File: src/rtl/fetch_pkg.sv
// ---------------------------------------------------------------------------
// fetch_pkg
// Shared definitions for the instruction-fetch stage:
//   - fetch_state_t : FSM encoding (BOOT, FETCH, HOLD, DISCARD), 2 bits
//   - NOP_INSTR     : default instruction word used for IF/ID bubbles
//   - pc_sel_t      : next-PC source select (SEQ, BR, JR, J)
//   - word_align    : clears the byte-offset bits of an address
// ---------------------------------------------------------------------------
package fetch_pkg;

   typedef enum logic [1:0] {
      BOOT    = 2'd0,
      FETCH   = 2'd1,
      HOLD    = 2'd2,
      DISCARD = 2'd3
   } fetch_state_t;

   localparam logic [31:0] NOP_INSTR = 32'h0000_0000;

   typedef enum logic [1:0] {
      SEQ = 2'd0,
      BR  = 2'd1,
      JR  = 2'd2,
      J   = 2'd3
   } pc_sel_t;

   // Instructions are word aligned, so any redirect target has its two
   // low bits forced to zero rather than trusted from the source.
   function automatic logic [31:0] word_align(input logic [31:0] addr);
      return addr & 32'hFFFF_FFFC;
   endfunction

endpackage

File: src/rtl/fetch_stage_if.sv
// ---------------------------------------------------------------------------
// fetch_stage_if
// Instruction-memory request/response bundle between the fetch stage and
// instruction memory.
//   Imem_Req   : fetch request (fetch stage -> memory)
//   Imem_Addr  : fetch address, stable while Imem_Req=1
//   Imem_Rdata : instruction word, meaningful when Imem_Valid=1
//   Imem_Valid : response strobe, may coincide with the request cycle
// Modports: master = fetch stage side, slave = memory side.
// ---------------------------------------------------------------------------
interface fetch_stage_if;

   logic        Imem_Req;
   logic [31:0] Imem_Addr;
   logic [31:0] Imem_Rdata;
   logic        Imem_Valid;

   modport master (
      output Imem_Req,
      output Imem_Addr,
      input  Imem_Rdata,
      input  Imem_Valid
   );

   modport slave (
      input  Imem_Req,
      input  Imem_Addr,
      output Imem_Rdata,
      output Imem_Valid
   );

endinterface

File: src/rtl/next_pc_mux.sv
// ---------------------------------------------------------------------------
// next_pc_mux
// Combinational next-PC selection with redirect priority
// Branch_Taken > Jump_Reg > Jump > sequential.
//   pc             : current fetch PC
//   pcplus4_region : IF/ID PC+4 bits [31:28], the region for J targets
//   branch_taken / branch_target   : resolved taken branch
//   jump_reg / jump_reg_addr       : JR with rs value
//   jump / jump_target             : J/JAL with instr[25:0]
//   next_pc  : selected next PC (word aligned when redirecting)
//   redirect : any redirect source is active
// ---------------------------------------------------------------------------
module next_pc_mux
   import fetch_pkg::*;
(
   input  logic [31:0] pc,
   input  logic [3:0]  pcplus4_region,
   input  logic        branch_taken,
   input  logic [31:0] branch_target,
   input  logic        jump_reg,
   input  logic [31:0] jump_reg_addr,
   input  logic        jump,
   input  logic [25:0] jump_target,
   output logic [31:0] next_pc,
   output logic        redirect
);

   pc_sel_t sel;

   // Priority encode the redirect sources into a single select code.
   always_comb begin
      sel = SEQ;
      if (branch_taken) begin
         sel = BR;
      end else if (jump_reg) begin
         sel = JR;
      end else if (jump) begin
         sel = J;
      end
   end

   // Steer the chosen target; the sequential path wraps naturally at 2^32.
   always_comb begin
      next_pc = pc + 32'd4;
      case (sel)
         BR:      next_pc = word_align(branch_target);
         JR:      next_pc = word_align(jump_reg_addr);
         J:       next_pc = {pcplus4_region, jump_target, 2'b00};
         default: next_pc = pc + 32'd4;
      endcase
   end

   assign redirect = (sel != SEQ);

endmodule

File: src/rtl/fetch_stage.sv
// ---------------------------------------------------------------------------
// fetch_stage
// Instruction-fetch stage plus IF/ID pipeline register. Owns the PC, fetches
// over the imem handshake, applies branch/JR/J redirects, absorbs ID stalls
// through a one-word skid buffer, and throws away responses that belong to a
// request issued before a redirect.
//   Clk, Rst           : rising-edge clock, asynchronous active-low reset
//   Stall              : hold PC and IF/ID
//   Flush              : bubble IF/ID on the next edge
//   Branch_Taken/Target, Jump_Reg/Jump_Reg_Addr, Jump/Jump_Target : redirects
//   imem               : instruction-memory master port
//   IFID_Instruction, IFID_PCPlus4, IFID_Valid : IF/ID register to decode
//   PC                 : current fetch PC
// ---------------------------------------------------------------------------
module fetch_stage #(
   parameter logic [31:0] RESET_PC  = 32'h0000_0000,
   parameter logic [31:0] NOP_INSTR = fetch_pkg::NOP_INSTR
) (
   input  logic          Clk,
   input  logic          Rst,
   input  logic          Stall,
   input  logic          Flush,
   input  logic          Branch_Taken,
   input  logic [31:0]   Branch_Target,
   input  logic          Jump,
   input  logic [25:0]   Jump_Target,
   input  logic          Jump_Reg,
   input  logic [31:0]   Jump_Reg_Addr,
   fetch_stage_if.master imem,
   output logic [31:0]   IFID_Instruction,
   output logic [31:0]   IFID_PCPlus4,
   output logic          IFID_Valid,
   output logic [31:0]   PC
);

   import fetch_pkg::*;

   fetch_state_t state_q, state_d;
   logic [31:0]  pc_q, pc_d;
   logic [31:0]  skid_q, skid_d;
   logic [31:0]  stale_addr_q, stale_addr_d;
   logic [31:0]  ifid_instr_q, ifid_instr_d;
   logic [31:0]  ifid_pcplus4_q, ifid_pcplus4_d;
   logic         ifid_valid_q, ifid_valid_d;
   logic [31:0]  next_pc;
   logic         redirect;
   logic [31:0]  pc_plus4;
   logic         hold_fetch;

   next_pc_mux u_next_pc_mux (
      .pc             (pc_q),
      .pcplus4_region (ifid_pcplus4_q[31:28]),
      .branch_taken   (Branch_Taken),
      .branch_target  (Branch_Target),
      .jump_reg       (Jump_Reg),
      .jump_reg_addr  (Jump_Reg_Addr),
      .jump           (Jump),
      .jump_target    (Jump_Target),
      .next_pc        (next_pc),
      .redirect       (redirect)
   );

   assign pc_plus4 = pc_q + 32'd4;

   // A flush bubbles IF/ID regardless of Stall, so from the fetch side the
   // word counts as consumed; only a stall without flush really holds.
   assign hold_fetch = Stall & ~Flush;

   // State, PC, skid buffer and IF/ID register. Reset leaves IF/ID holding a
   // bubble and the FSM in BOOT so the first request goes out one cycle later.
   always_ff @(posedge Clk or negedge Rst) begin
      if (!Rst) begin
         state_q        <= BOOT;
         pc_q           <= RESET_PC;
         skid_q         <= 32'h0000_0000;
         stale_addr_q   <= RESET_PC;
         ifid_instr_q   <= NOP_INSTR;
         ifid_pcplus4_q <= 32'h0000_0000;
         ifid_valid_q   <= 1'b0;
      end else begin
         state_q        <= state_d;
         pc_q           <= pc_d;
         skid_q         <= skid_d;
         stale_addr_q   <= stale_addr_d;
         ifid_instr_q   <= ifid_instr_d;
         ifid_pcplus4_q <= ifid_pcplus4_d;
         ifid_valid_q   <= ifid_valid_d;
      end
   end

   // Next-state and datapath control. A redirect always wins over Stall.
   // When a redirect arrives with the request still outstanding we move to
   // DISCARD, keep presenting the old address until memory answers, and drop
   // that answer; the new PC is then fetched from FETCH. A final override
   // turns any redirect or flush into an IF/ID bubble.
   always_comb begin
      state_d        = state_q;
      pc_d           = pc_q;
      skid_d         = skid_q;
      stale_addr_d   = stale_addr_q;
      ifid_instr_d   = ifid_instr_q;
      ifid_pcplus4_d = ifid_pcplus4_q;
      ifid_valid_d   = ifid_valid_q;
      imem.Imem_Req  = 1'b0;
      imem.Imem_Addr = pc_q;

      case (state_q)
         BOOT: begin
            state_d = FETCH;
            if (redirect) begin
               pc_d = next_pc;
            end
         end

         FETCH: begin
            imem.Imem_Req = 1'b1;
            if (redirect) begin
               pc_d = next_pc;
               if (!imem.Imem_Valid) begin
                  state_d      = DISCARD;
                  stale_addr_d = pc_q;
               end
            end else if (imem.Imem_Valid) begin
               if (!hold_fetch) begin
                  ifid_instr_d   = imem.Imem_Rdata;
                  ifid_pcplus4_d = pc_plus4;
                  ifid_valid_d   = 1'b1;
                  pc_d           = pc_plus4;
               end else begin
                  skid_d  = imem.Imem_Rdata;
                  state_d = HOLD;
               end
            end else if (!Stall) begin
               ifid_instr_d   = NOP_INSTR;
               ifid_pcplus4_d = 32'h0000_0000;
               ifid_valid_d   = 1'b0;
            end
         end

         HOLD: begin
            if (redirect) begin
               pc_d    = next_pc;
               state_d = FETCH;
            end else if (!hold_fetch) begin
               ifid_instr_d   = skid_q;
               ifid_pcplus4_d = pc_plus4;
               ifid_valid_d   = 1'b1;
               pc_d           = pc_plus4;
               state_d        = FETCH;
            end
         end

         DISCARD: begin
            imem.Imem_Req  = 1'b1;
            imem.Imem_Addr = stale_addr_q;
            if (redirect) begin
               pc_d = next_pc;
            end
            if (imem.Imem_Valid) begin
               state_d = FETCH;
            end
            if (!Stall) begin
               ifid_instr_d   = NOP_INSTR;
               ifid_pcplus4_d = 32'h0000_0000;
               ifid_valid_d   = 1'b0;
            end
         end

         default: begin
            state_d = BOOT;
         end
      endcase

      if (redirect || Flush) begin
         ifid_instr_d   = NOP_INSTR;
         ifid_pcplus4_d = 32'h0000_0000;
         ifid_valid_d   = 1'b0;
      end
   end

   assign IFID_Instruction = ifid_instr_q;
   assign IFID_PCPlus4     = ifid_pcplus4_q;
   assign IFID_Valid       = ifid_valid_q;
   assign PC               = pc_q;

endmodule

File: src/flat_wrapper.sv
// flat-port wrapper written by rule: the top's interface ports become plain ports
module fetch_stage_flat import fetch_pkg::*;
#(
   parameter logic [31:0] RESET_PC  = 32'h0000_0000,
   parameter logic [31:0] NOP_INSTR = fetch_pkg::NOP_INSTR
)
  (Clk, Rst, Stall, Flush, Branch_Taken, Branch_Target, Jump, Jump_Target, Jump_Reg, Jump_Reg_Addr, IFID_Instruction, IFID_PCPlus4, IFID_Valid, PC, imem_Imem_Req, imem_Imem_Addr, imem_Imem_Rdata, imem_Imem_Valid);
  fetch_stage_if imem_i ();
  input  logic Clk;
  input  logic Rst;
  input  logic Stall;
  input  logic Flush;
  input  logic Branch_Taken;
  input  logic [31:0] Branch_Target;
  input  logic Jump;
  input  logic [25:0] Jump_Target;
  input  logic Jump_Reg;
  input  logic [31:0] Jump_Reg_Addr;
  output logic [31:0] IFID_Instruction;
  output logic [31:0] IFID_PCPlus4;
  output logic IFID_Valid;
  output logic [31:0] PC;
  output wire logic [$bits(imem_i.Imem_Req)-1:0] imem_Imem_Req;
  output wire logic [$bits(imem_i.Imem_Addr)-1:0] imem_Imem_Addr;
  input wire logic [$bits(imem_i.Imem_Rdata)-1:0] imem_Imem_Rdata;
  input wire logic [$bits(imem_i.Imem_Valid)-1:0] imem_Imem_Valid;
  assign imem_Imem_Req = imem_i.Imem_Req;
  assign imem_Imem_Addr = imem_i.Imem_Addr;
  assign imem_i.Imem_Rdata = imem_Imem_Rdata;
  assign imem_i.Imem_Valid = imem_Imem_Valid;
  fetch_stage #(.RESET_PC(RESET_PC), .NOP_INSTR(NOP_INSTR)) u_core (.Clk(Clk), .Rst(Rst), .Stall(Stall), .Flush(Flush), .Branch_Taken(Branch_Taken), .Branch_Target(Branch_Target), .Jump(Jump), .Jump_Target(Jump_Target), .Jump_Reg(Jump_Reg), .Jump_Reg_Addr(Jump_Reg_Addr), .imem(imem_i), .IFID_Instruction(IFID_Instruction), .IFID_PCPlus4(IFID_PCPlus4), .IFID_Valid(IFID_Valid), .PC(PC));
endmodule
File: config.mk
export PLATFORM = sky130hd
export DESIGN_NAME = fetch_stage_flat
export DESIGN_NICKNAME = d
export VERILOG_FILES = /design/src/rtl/fetch_pkg.sv /design/src/rtl/fetch_stage_if.sv /design/src/rtl/next_pc_mux.sv /design/src/rtl/fetch_stage.sv /design/src/flat_wrapper.sv
export SDC_FILE = /design/constraint.sdc
export NUM_CORES = 1
export LEC_CHECK = 0
export BUFFER_PORTS_ARGS = -buffer_cell sky130_fd_sc_hd__clkbuf_2
export CORE_MARGIN = 1.5
export CORE_UTILIZATION = 53
export CTS_BUF_LIST = sky130_fd_sc_hd__clkbuf_16
export CTS_CLUSTER_SIZE = 25
export DETAILED_ROUTE_END_ITERATION = 12
export PLACE_DENSITY = 0.81
export SYNTH_ARGS = -nofsm -noshare
export SYNTH_HDL_FRONTEND = slang
export SYNTH_SLANG_ARGS = --single-unit
File: constraint.sdc
create_clock -name Clk -period 2.2 [get_ports Clk]
set_input_delay 0.33 -clock Clk [delete_from_list [all_inputs] [get_ports Clk]]
set_output_delay 0.33 -clock Clk [all_outputs]
set_load 0.01 [all_outputs]
# Yosys cells after proc, flatten, opt, wreduce, memory -nomap -nowiden
# Cells that the tools add are included.
[word_totals]
regBits = 163
out_inout_bits = 130
word_cells = 82
input_bits = 130
[classes]
n_reduce_logical = 12
n_mux = 42
bitwise = 4
n_eq_ne = 16
addsub = 1
[op_table]
columns = ["cell", "n"]
rows = [
  ["2-to-1 mux 32 bit", 19],
  ["one-hot mux 32 bit (3 select lines)", 4],
  ["adder 32 x 3 -> 32 bit (second input constant)", 1],
  ["2-to-1 mux 2 bit", 10],
  ["inequality test 3 bit (second input constant)", 4],
  ["AND reduction 5 bit", 2],
  ["equality test 2 bit (second input constant)", 4],
  ["one-hot mux 2 bit (4 select lines)", 1],
  ["2-to-1 mux 1 bit", 7],
  ["inequality test 3 x 2 -> 1 bit (second input constant)", 2],
  ["AND reduction 3 bit", 2],
  ["equality test 2 x 1 -> 1 bit (second input constant)", 2],
  ["inequality test 4 bit (second input constant)", 1],
  ["AND reduction 4 bit", 1],
  ["nonzero test 4 bit", 1],
  ["OR reduction 2 bit", 2],
  ["inequality test 3 x 1 -> 1 bit (second input constant)", 1],
  ["inverter 1 bit", 3],
  ["one-hot mux 1 bit (3 select lines)", 1],
  ["zero test 2 bit", 1],
  ["inequality test 2 x 1 -> 1 bit (second input constant)", 1],
  ["inequality test 2 bit (second input constant)", 1],
  ["AND reduction 2 bit", 1],
  ["nonzero test 2 bit", 1],
  ["2 further kinds", 2],
]

# Longest topological paths before layout
# Gate-level depths: netlist of the first run.
[logic_depth]
ltp_word = 7
ltp_mapped = 11
ltp_nobuf = 8

# Cells and area by module
# Synthesis of the first run repeated with hierarchy kept, for this count alone.
[unflattened]
hier_cells = 1092
hier_area_um2 = 9885.7
[modules_own_cells]
columns = ["module", "seq_area_each_um2", "n_inst", "area_per_inst_um2", "cells_each"]
rows = [
  ["fetch_stage", 4078.9, 1, 8588.2, 888],
  ["next_pc_mux", 0.0, 1, 1297.5, 204],
]

# Worst setup path before layout of the first run
# Ideal clock, no wire load.
[synth_timing]
path_type = "register -> register"
startpoint = "reg u_core.pc_q[9], in the netlist u_core.PC[9]"
endpoint = "reg u_core.ifid_pcplus4_q[21], in the netlist u_core.IFID_PCPlus4[21]"
synth_period_minus_slack_ps = 2124
path_buffers = 1
t_arrival_ps = 1994
path_slack_ps = 76
path_stages_with_launch = 8
setup_ps = 130
required_ps = 2070
path_cell_list = "dfrtp_1 > buf_2 > nand4_4 > or4_4 > nor3_4 > xor2_2 > a221oi_2 > o31ai_2"
[synth_between]
elab_chain_len = 6
elab_cells_between_ends = 7
classes_between = "add/sub: 1; mux: 6"
[synth_rtl]
columns = ["element", "line_no", "rtl"]
rows = [
  ["start, declared", "fetch_stage.sv:39", "logic [31:0] pc_q, pc_d;"],
  ["start signal, assigned", "fetch_stage.sv:82", "pc_q <= pc_d;"],
  ["adder 32 x 3 -> 32 bit *", "fetch_stage.sv:63", "assign pc_plus4 = pc_q + 32'd4;"],
  ["2-to-1 mux 32 bit *", "fetch_stage.sv:124, fetch_stage.sv:144", ""],
  ["2-to-1 mux 32 bit", "fetch_stage.sv:123", "end else if (imem.Imem_Valid) begin"],
  ["2-to-1 mux 32 bit", "fetch_stage.sv:117", "if (redirect) begin"],
  ["one-hot mux 32 bit (3 select lines) *", "fetch_stage.sv:107", "case (state_q)"],
  ["2-to-1 mux 32 bit *", "fetch_stage.sv:174", "if (redirect || Flush) begin"],
  ["end signal, assigned", "fetch_stage.sv:86", "ifid_pcplus4_q <= ifid_pcplus4_d;"],
  ["end, declared", "fetch_stage.sv:43", "logic [31:0] ifid_pcplus4_q, ifid_pcplus4_d;"],
]
# Mark *: on every way between the ends. The rest lies on a longest branch, timed or not. The select of a mux whose other input is x is not followed.
# A chain may end at the register's enable or synchronous reset.

# Worst setup path in the final report of the first run
[layout_timing]
startpoint = "reg u_core.state_q[0]"
endpoint = "out imem_Imem_Addr[4]"
[layout_between]
elab_chain_len = 2
[layout_rtl]
columns = ["element", "line_no", "rtl"]
rows = [
  ["start, declared", "fetch_stage.sv:38", "fetch_state_t state_q, state_d;"],
  ["start signal, assigned", "fetch_stage.sv:81", "state_q <= state_d;"],
  ["equality test 2 bit", "fetch_stage.sv:107", ""],
  ["2-to-1 mux 32 bit", "fetch_stage.sv:107", ""],
  ["end, declared", "flat_wrapper.sv:24", "output wire logic [$bits(imem_i.Imem_Addr)-1:0] imem_Imem_Addr;"],
]
# No other way between the ends.

==> results of run 1 <==
[per-stage QoR]
stage | util, % | worst slack, ns | std cells
after floorplan | - | 0.0757 | 906
after global placement | 65.0 | 0.0587 | 1371
after detailed placement | 65.0 | 0.0355 | 1371
after CTS | 68.9 | -0.0170 | 1404
after global routing | 69.2 | -0.00350 | 1406
final | 69.2 | 0.0638 | 1406
[power by group through the flow]
stage          combinational (mW)  sequential, mW  clock [mW]
6_report                     3.68            3.85        3.13
5_1_grt                      3.94            3.91        3.30
4_1_cts                      3.65            3.83        3.16
3_5_place_dp                 3.58            3.88           0
3_3_place_gp                 3.52            3.84           0
2_1_floorplan                2.28            3.82           0
[repair_timing]
item / in CTS / in global routing
endpoints found under the hold margin: 58 / 0
gates cloned: 0 / 0
gates resized for setup: 5 / 11
hold buffers: 1 / 0
endpoints found under the setup margin: 28 / 43
buffers inserted: 0 / 2
[cell type report]
cell class                 count  area (um2)
fill                        1282        5090
multi-input combinational    650        4520
sequential                   163        4080
timing repair buffer         329        1900
clock buffer                  17         425
tap                          220         275
clock inverter                15         190
inverter                      12        45.0
[placed cells by master (no fill, tap or decap), types with 4 or more instances in the layout]
master and n:
xnor2_1 30, bufinv_16 4, inv_1 14, a22o_1 7, o21ai_0 55, o21ai_1 10, dfrtp_1 161, a22oi_1 60
buf_12 4, xor2_1 23, nand2_1 127, a221oi_1 33, clkbuf_2 254, nand4_1 11, nand3_1 19, o221ai_1 30
clkbuf_16 17, buf_4 68, a21oi_1 17, nor2_1 70, mux2_2 95
[worst min-delay path, cell delays in order]
cell,delay [ns]
clkbuf_2,0.08
nand2_1,0.04
o221ai_1,0.05
[per-layer routing]
| metal | global-route usage (%) | vias to the layer above | wire, um |
|---|---|---|---|
| li1 | - | 3830 | - |
| met1 | 40.8 | 4009 | 11200 |
| met2 | 52.6 | 433 | 13600 |
| met3 | 6.09 | 47 | 1990 |
| met4 | 10.3 | 0 | 598 |
| met5 | 0 | - | 0 |
[path summary, 6_finish.rpt]
kind                            slack, ns                           to  cells after the start
worst max register to register       0.12                u_core.PC[14]                      6
worst min-delay path                 0.10                 u_core.PC[6]                      3
worst max-delay path                 0.06            imem_Imem_Addr[4]                      4
max in group asynchronous            1.06  u_core.IFID_Instruction[26]                      3
min in group asynchronous            0.46   u_core.IFID_Instruction[8]                      2
worst min register to register       0.48      u_core.IFID_PCPlus4[17]                      2
[flip-flops by register name, indices dropped and copies added, names as in the netlist]
signal / cells
u_core.IFID_Instruction: 32
u_core.IFID_PCPlus4: 32
u_core.PC: 32
u_core.skid_q: 32
u_core.stale_addr_q: 32
u_core.state_q: 2
u_core.IFID_Valid: 1
[cells by family after synthesis]
group / count (synthesis) / share of synthesized area [%]
AO/OA/AOI/OAI: 229 / 18.1
XOR/XNOR: 55 / 5.46
adder cells (fa/ha/maj): 4 / 0.559
buffers and inverters: 93 / 4.92
flip-flops: 163 / 45.5
multiplexers: 96 / 12.1
AND/OR/NAND/NOR: 266 / 13.4
[synthesized netlist by cell type, drive strengths merged (17+ instances only)]
library cell	count	area, um2
nand3	19	95.1
dfrtp	163	4080
xor2	25	226
a22oi	60	450
buf	18	118
clkbuf	63	278
nand2	127	477
xnor2	30	263
nor2	72	270
o21ai	66	330
a221oi	34	304
mux2	95	1070
a21oi	17	85.1
o221ai	30	263
==> impl_metrics.tcl, run 1 <==
set metrics [dict create \
    crit_path_start_kind "flip-flop" \
    drtAntennaViolNets 0 \
    chipWidth_um 133 \
    dieArea_um2 17700 \
    cts_tree "done" \
    ys_ff_latch 163 \
    syn_area_um2 8960 \
    p_sw_mw 3.54 \
    hpwl_mm 19.3 \
    synth-async-reset-ratio_pct 100 \
    row_count 47 \
    required_ns 1.87 \
    ys_seq_area_share_pct 45.5 \
    worst_slew_pin_slew_ns 1.08 \
    yosysWarnings 0 \
    clk_pin_slew_worst_paths_ns 0.06 \
    antennaDiodeCount 0 \
    grt_max_degree 63 \
    drt_iter0_drc 630 \
    die_h_um 133 \
    drive_gt1_share_pct 40.7 \
    p_clk_share_pct 29.3 \
    nNetsFinal 1307 \
    finalCritPeriodShare_pct 97.1 \
    p_per_area_nw_per_um2 932 \
    wl_per_cell_um 19.5 \
    synth.distinct_cells 55 \
    cp.buffers_inverters 2 \
    slew_viol_final 0 \
    startpoint "u_core.state_q[0]" \
    p_total_mw 10.7 \
    drv_cap 0 \
    antenna_found_initial 0 \
    irDropWorstVdd_uv 616 \
    placed_cell_area_um2 10700 \
    cp.arrival_ns 1.81 \
    route.vias.total 8319 \
    cp-end-kind "output pin" \
    p_leak_nw 5.31 \
    cts.sinks 163 \
    cp_max_fo 12 \
    synth_area_per_cell_um2 9.89 \
    synthToLayoutAreaGrowth_pct 27.7 \
    grt_pass1_wl_mm 43.4 \
    power.internal_mw 7.12 \
    clock_latency_ns 0.43 \
    clock.fmax_mhz 468 \
    crit_chain "ha_4, buf_4, mux2_2, clkbuf_2" \
    start_util_pct 54.2 \
    syn_inst 906 \
    ys.flop_type "dfrtp_1" \
    numCtsBuffers 17 \
    fin_crit_ns 2.14 \
    grt.overflow.total 0 \
    h-tree-depth 4 \
    status "completed" \
    drt_first_pass_iters 5 \
    cts-root-buf "clkbuf_16" \
    port_buffers 255 \
    hold_path.class "input port to flip-flop" \
    clk_path_buf_depth 2 \
    grt_pass1_vias 8135 \
    path_delay_family "flip-flops" \
    synth_nets 1040 \
    synth_edf_count 0 \
    slew_headroom_pct 27.7 \
    pwr-share-comb_pct 34.5 \
    track_usage_pct 31.3 \
    wl_mm 27.4 \
    rr_startpoint "u_core.state_q[0]" \
    cpPeakStageDelay_ns 0.41 \
    setup_tns_ns 0 \
    path_class "flip-flop to output pin" \
    hp-start "Branch_Target[6]" \
    coreArea_um2 16500 \
    swShare_pct 33.2 \
    skew_ns 0.0198 \
    seq_power_share_pct 36.1 \
    io_pins 260 \
    place_congestion 0.879 \
    finalSetupViolCount 0 \
    critPathSlowestCell "dfrtp_2" \
    drc 0 \
    final_area_um2 11400 \
    hold_viol 0 \
    viasPerCell 5.92 \
    holdWs_ns 0.105 \
]
Note: power is estimated with default switching activity, not from simulation.
==> run 2, diff against run 1 <==
- CORE_UTILIZATION: 53 -> 42
- PLACE_DENSITY: 0.81 -> 0.67
- SKIP_CTS_REPAIR_TIMING: not set -> 1
==> impl_metrics.tcl, run 2 (synthesized netlist as in run 1, its figures left out) <==
set metrics [dict create \
    cp_max_fo 16 \
    cp-end-kind "output pin" \
    grt.overflow.total 0 \
    gr-usage-met1_pct 34.8 \
    cp.arrival_ns 1.80 \
    drt_iter0_drc 518 \
    hold_path.class "input port to flip-flop" \
    grt_pass1_vias 8018 \
    clk_path_buf_depth 2 \
    grt_pass1_wl_mm 44.4 \
    drive_gt1_share_pct 40.7 \
    nNetsFinal 1316 \
    start_util_pct 42.8 \
    met3_usage_pct 6.06 \
    cts.sinks 163 \
    h-tree-depth 4 \
    drtAntennaViolNets 0 \
    grt_most_used_layer "met2" \
    path_class "flip-flop to output pin" \
    viasPerCell 5.65 \
    p_leak_nw 5.38 \
    clock_latency_ns 0.43 \
    clk_pin_slew_worst_paths_ns 0.07 \
    crit_path_start_kind "flip-flop" \
    placed_cell_area_um2 10900 \
    wl_mm 28.3 \
    finalSetupViolCount 0 \
    fin_crit_ns 2.13 \
    hold_viol 0 \
    finalWorstSetupSlack_ns 0.0725 \
    slew_viol_final 0 \
    met2_usage_pct 42.0 \
    required_ns 1.87 \
    p_per_area_nw_per_um2 924 \
    chipWidth_um 149 \
    hpwl_mm 20.5 \
    row_count 53 \
    route.vias.total 8311 \
    drv_cap 0 \
    irDropWorstVdd_uv 532 \
    cts_tree "done" \
    finalCritPeriodShare_pct 96.7 \
    grt_max_degree 56 \
    place_ws_ns 0.00576 \
    drc 0 \
    clock.fmax_mhz 470 \
    layout_common_cells "clkbuf_2, dfrtp_1, nand2_1" \
    slew_headroom_pct 63.1 \
    drt_first_pass_iters 5 \
    skew_ns 0.0155 \
    final_area_um2 11600 \
    status "completed" \
    dieArea_um2 22200 \
    rsz0062_at_grt "yes" \
    track_usage_pct 25.8 \
    synthToLayoutAreaGrowth_pct 29.7 \
    place_congestion 0.858 \
    wl_per_cell_um 19.2 \
    final_common_cell "clkbuf_2" \
    numCtsBuffers 17 \
    port_buffers 255 \
    io_pins 260 \
    cts-root-buf "clkbuf_16" \
    coreArea_um2 21000 \
    antenna_found_initial 1 \
    worst_slew_pin_slew_ns 0.553 \
    die_h_um 149 \
]
==> run 2: path summary, 6_finish.rpt <==
path,end,start,slack (ns),depth (start not counted)
worst min-delay path,u_core.PC[19],Branch_Target[19],0.11,3
worst max-delay path,imem_Imem_Addr[6],u_core.state_q[0],0.07,4
worst max register to register,u_core.IFID_PCPlus4[16],u_core.PC[2],0.10,8
max in group asynchronous,u_core.stale_addr_q[17],Rst,1.11,3
min in group asynchronous,u_core.IFID_Instruction[6],Rst,0.44,2
worst min register to register,u_core.IFID_Valid,u_core.IFID_Valid,0.49,2
==> run 2: area by class of cell <==
cell class	count	area, um2
Sequential cell	163	4080
Clock buffer	17	425
Clock inverter	15	203
Fill cell	1901	9340
Antenna cell	1	2.50
Inverter	12	45.0
Multi-Input combinational cell	650	4490
Tap cell	275	344
Timing Repair Buffer	338	2020
==> run 2: critical path, stage by stage (launching register included) <==
cell and delay, ns:
dfrtp_1 0.40, ha_2 0.26, buf_6 0.22, mux2_2 0.37
clkbuf_2 0.13
==> run 2: power by group <==
| group | switching (mW) | internal [mW] |
|---|---|---|
| clock | 1.31 | 1.92 |
| sequential | 0.300 | 3.51 |
| combinational | 1.96 | 1.73 |
| total | 3.56 | 7.17 |
==> run 2: per-stage QoR <==
step / instances / total power, mW / TNS, ns / hold slack [ns] / util, %
after floorplan: 906 / 6.10 / 0 / 0.0344 / -
after global placement: 1435 / 7.43 / 0 / 0.334 / 52.2
after detailed placement: 1435 / 7.51 / 0 / 0.341 / 52.2
after CTS: 1467 / 10.7 / -0.0197 / -0.120 / 55.2
after global routing: 1470 / 11.3 / -0.276 / 0.104 / 55.4
final: 1471 / 10.7 / 0 / 0.108 / 55.4
==> run 2: metal layers <==
layer | up-vias | share of wire (%)
li1 | 3841 | -
met5 | - | 0
met1 | 4116 | 44
met3 | 25 | 7.2
met2 | 329 | 48
met4 | 0 | 1.1
==> run 3, diff against run 2 <==
- REMOVE_ABC_BUFFERS: not set -> 1
==> impl_metrics.tcl, run 3 (synthesized netlist as in run 1, its figures left out) <==
set metrics [dict create \
    slew_headroom_pct 58.3 \
    cts.sinks 163 \
    drv_cap 0 \
    grt_pass1_vias 7934 \
    drive_gt1_share_pct 41.1 \
    p_sw_mw 3.60 \
    seq_power_share_pct 36.2 \
    clock.fmax_mhz 464 \
    setup_tns_ns 0 \
    skew_ns 0.0128 \
    irDropWorstVdd_uv 546 \
    chipWidth_um 149 \
    antennaDiodeCount 0 \
    h-tree-depth 4 \
    status "completed" \
    finalWorstSetupSlack_ns 0.0426 \
    coreArea_um2 21000 \
    pwr-share-comb_pct 35.3 \
    hpwl_mm 19.4 \
    grt_max_degree 63 \
    wl_mm 28.2 \
    placed_cell_area_um2 10900 \
    drt_first_pass_iters 5 \
    p_clk_share_pct 28.4 \
    finalSetupViolCount 0 \
    swShare_pct 34.0 \
    final_common_cell "clkbuf_2" \
    route.vias.total 8273 \
    cp.arrival_ns 2.47 \
    grt_pass1_wl_mm 43.3 \
    row_count 53 \
    n_fill_cell 1882 \
    worst_slew_pin_slew_ns 0.624 \
    dieArea_um2 22200 \
    nNetsFinal 1308 \
    drtAntennaViolNets 0 \
    fin_crit_ns 2.16 \
    final_area_um2 11600 \
    slew_viol_final 0 \
    numCtsBuffers 17 \
    cts_tree "done" \
    track_usage_pct 25.1 \
    layout_common_cells "clkbuf_2, dfrtp_1, nand2_1" \
    grt.overflow.total 0 \
    synthToLayoutAreaGrowth_pct 29.2 \
    cts-root-buf "clkbuf_16" \
    hold_path.class "input port to flip-flop" \
    fin_util_pct 55.2 \
    start_util_pct 42.8 \
    path_class "flip-flop to flip-flop" \
    drc 0 \
    die_h_um 149 \
    antenna_found_initial 1 \
    viasPerCell 5.66 \
    clk_pin_slew_worst_paths_ns 0.07 \
    drt_iter0_drc 426 \
    power.internal_mw 6.97 \
    finalCritPeriodShare_pct 98.1 \
    clock_latency_ns 0.43 \
    p_per_area_nw_per_um2 913 \
    cp_max_fo 5 \
    p_leak_nw 5.32 \
    place_ws_ns -0.0604 \
    wl_per_cell_um 19.3 \
    crit_path_start_kind "flip-flop" \
    rsz0062_at_grt "yes" \
    clk_path_buf_depth 2 \
    io_pins 260 \
    place_congestion 0.889 \
    required_ns 2.51 \
    cp-end-kind "flip-flop" \
    hold_viol 0 \
    port_buffers 255 \
]
## run 3: changes by cell type in the layout (fill, tap and decap cells not counted), sizes merged
cell,before,now
diode,1,0
inv,17,18
buf,83,74
nor2,72,73
bufinv,4,2
clkinv,5,2
clkinvlp,1,5
## run 3: worst max-delay path: stages (launching register included)
cell and delay [ns]:
dfrtp_1 0.39, ha_1 0.30, and3_1 0.26, nand3_1 0.23, nor4_2 0.41, xor2_1 0.11
a221o_1 0.33
## run 3: worst paths after layout
path | start | to | slack (ns) | depth (start not counted)
max | u_core.PC[2] | u_core.PC[14] | 0.04 | 6
min | Branch_Target[8] | u_core.PC[8] | 0.11 | 3
max reg2reg | u_core.PC[2] | u_core.PC[14] | 0.04 | 6
min reg2reg | u_core.IFID_PCPlus4[20] | u_core.IFID_PCPlus4[20] | 0.48 | 2
max in group asynchronous | Rst | u_core.PC[0] | 1.08 | 3
min in group asynchronous | Rst | u_core.IFID_Instruction[5] | 0.41 | 2
## run 3: final cells by class
type / instances / area, um2 / share of cell area (%)
Multi-Input combinational cell: 651 / 4550 / 39.3
Sequential cell: 163 / 4080 / 35.3
Timing Repair Buffer: 329 / 1970 / 17.0
Clock buffer: 17 / 425 / 3.68
Tap cell: 275 / 344 / 2.97
Clock inverter: 15 / 156 / 1.35
Inverter: 12 / 45.0 / 0.389
## run 3: metrics by stage
stage               hold slack, ns  total power [mW]  cells
floorplan                   0.0344              5.91    825
global placement             0.301              7.42   1427
detailed placement           0.304              7.49   1427
CTS                         -0.156              10.5   1459
global route                 0.105              11.1   1462
finish                       0.109              10.6   1462
## run 3: power groups by stage
stage,Clock [mW],Combinational [mW],Sequential (mW)
floorplan,0,2.05,3.86
global placement,0,3.58,3.84
detailed placement,0,3.63,3.87
CTS,3.04,3.64,3.81
global route,3.19,4.04,3.89
finish,3.01,3.73,3.83
## run 3: layer usage
| metal | wire length [um] | share of wire [%] | vias up | track usage, % |
|---|---|---|---|---|
| li1 | - | - | 3832 | - |
| met3 | 2060 | 7.3 | 23 | 6.54 |
| met5 | 13 | 0.046 | - | 0 |
| met4 | 302 | 1.1 | 2 | 6.24 |
| met1 | 11900 | 42 | 4099 | 32.0 |
| met2 | 14000 | 50 | 317 | 42.4 |
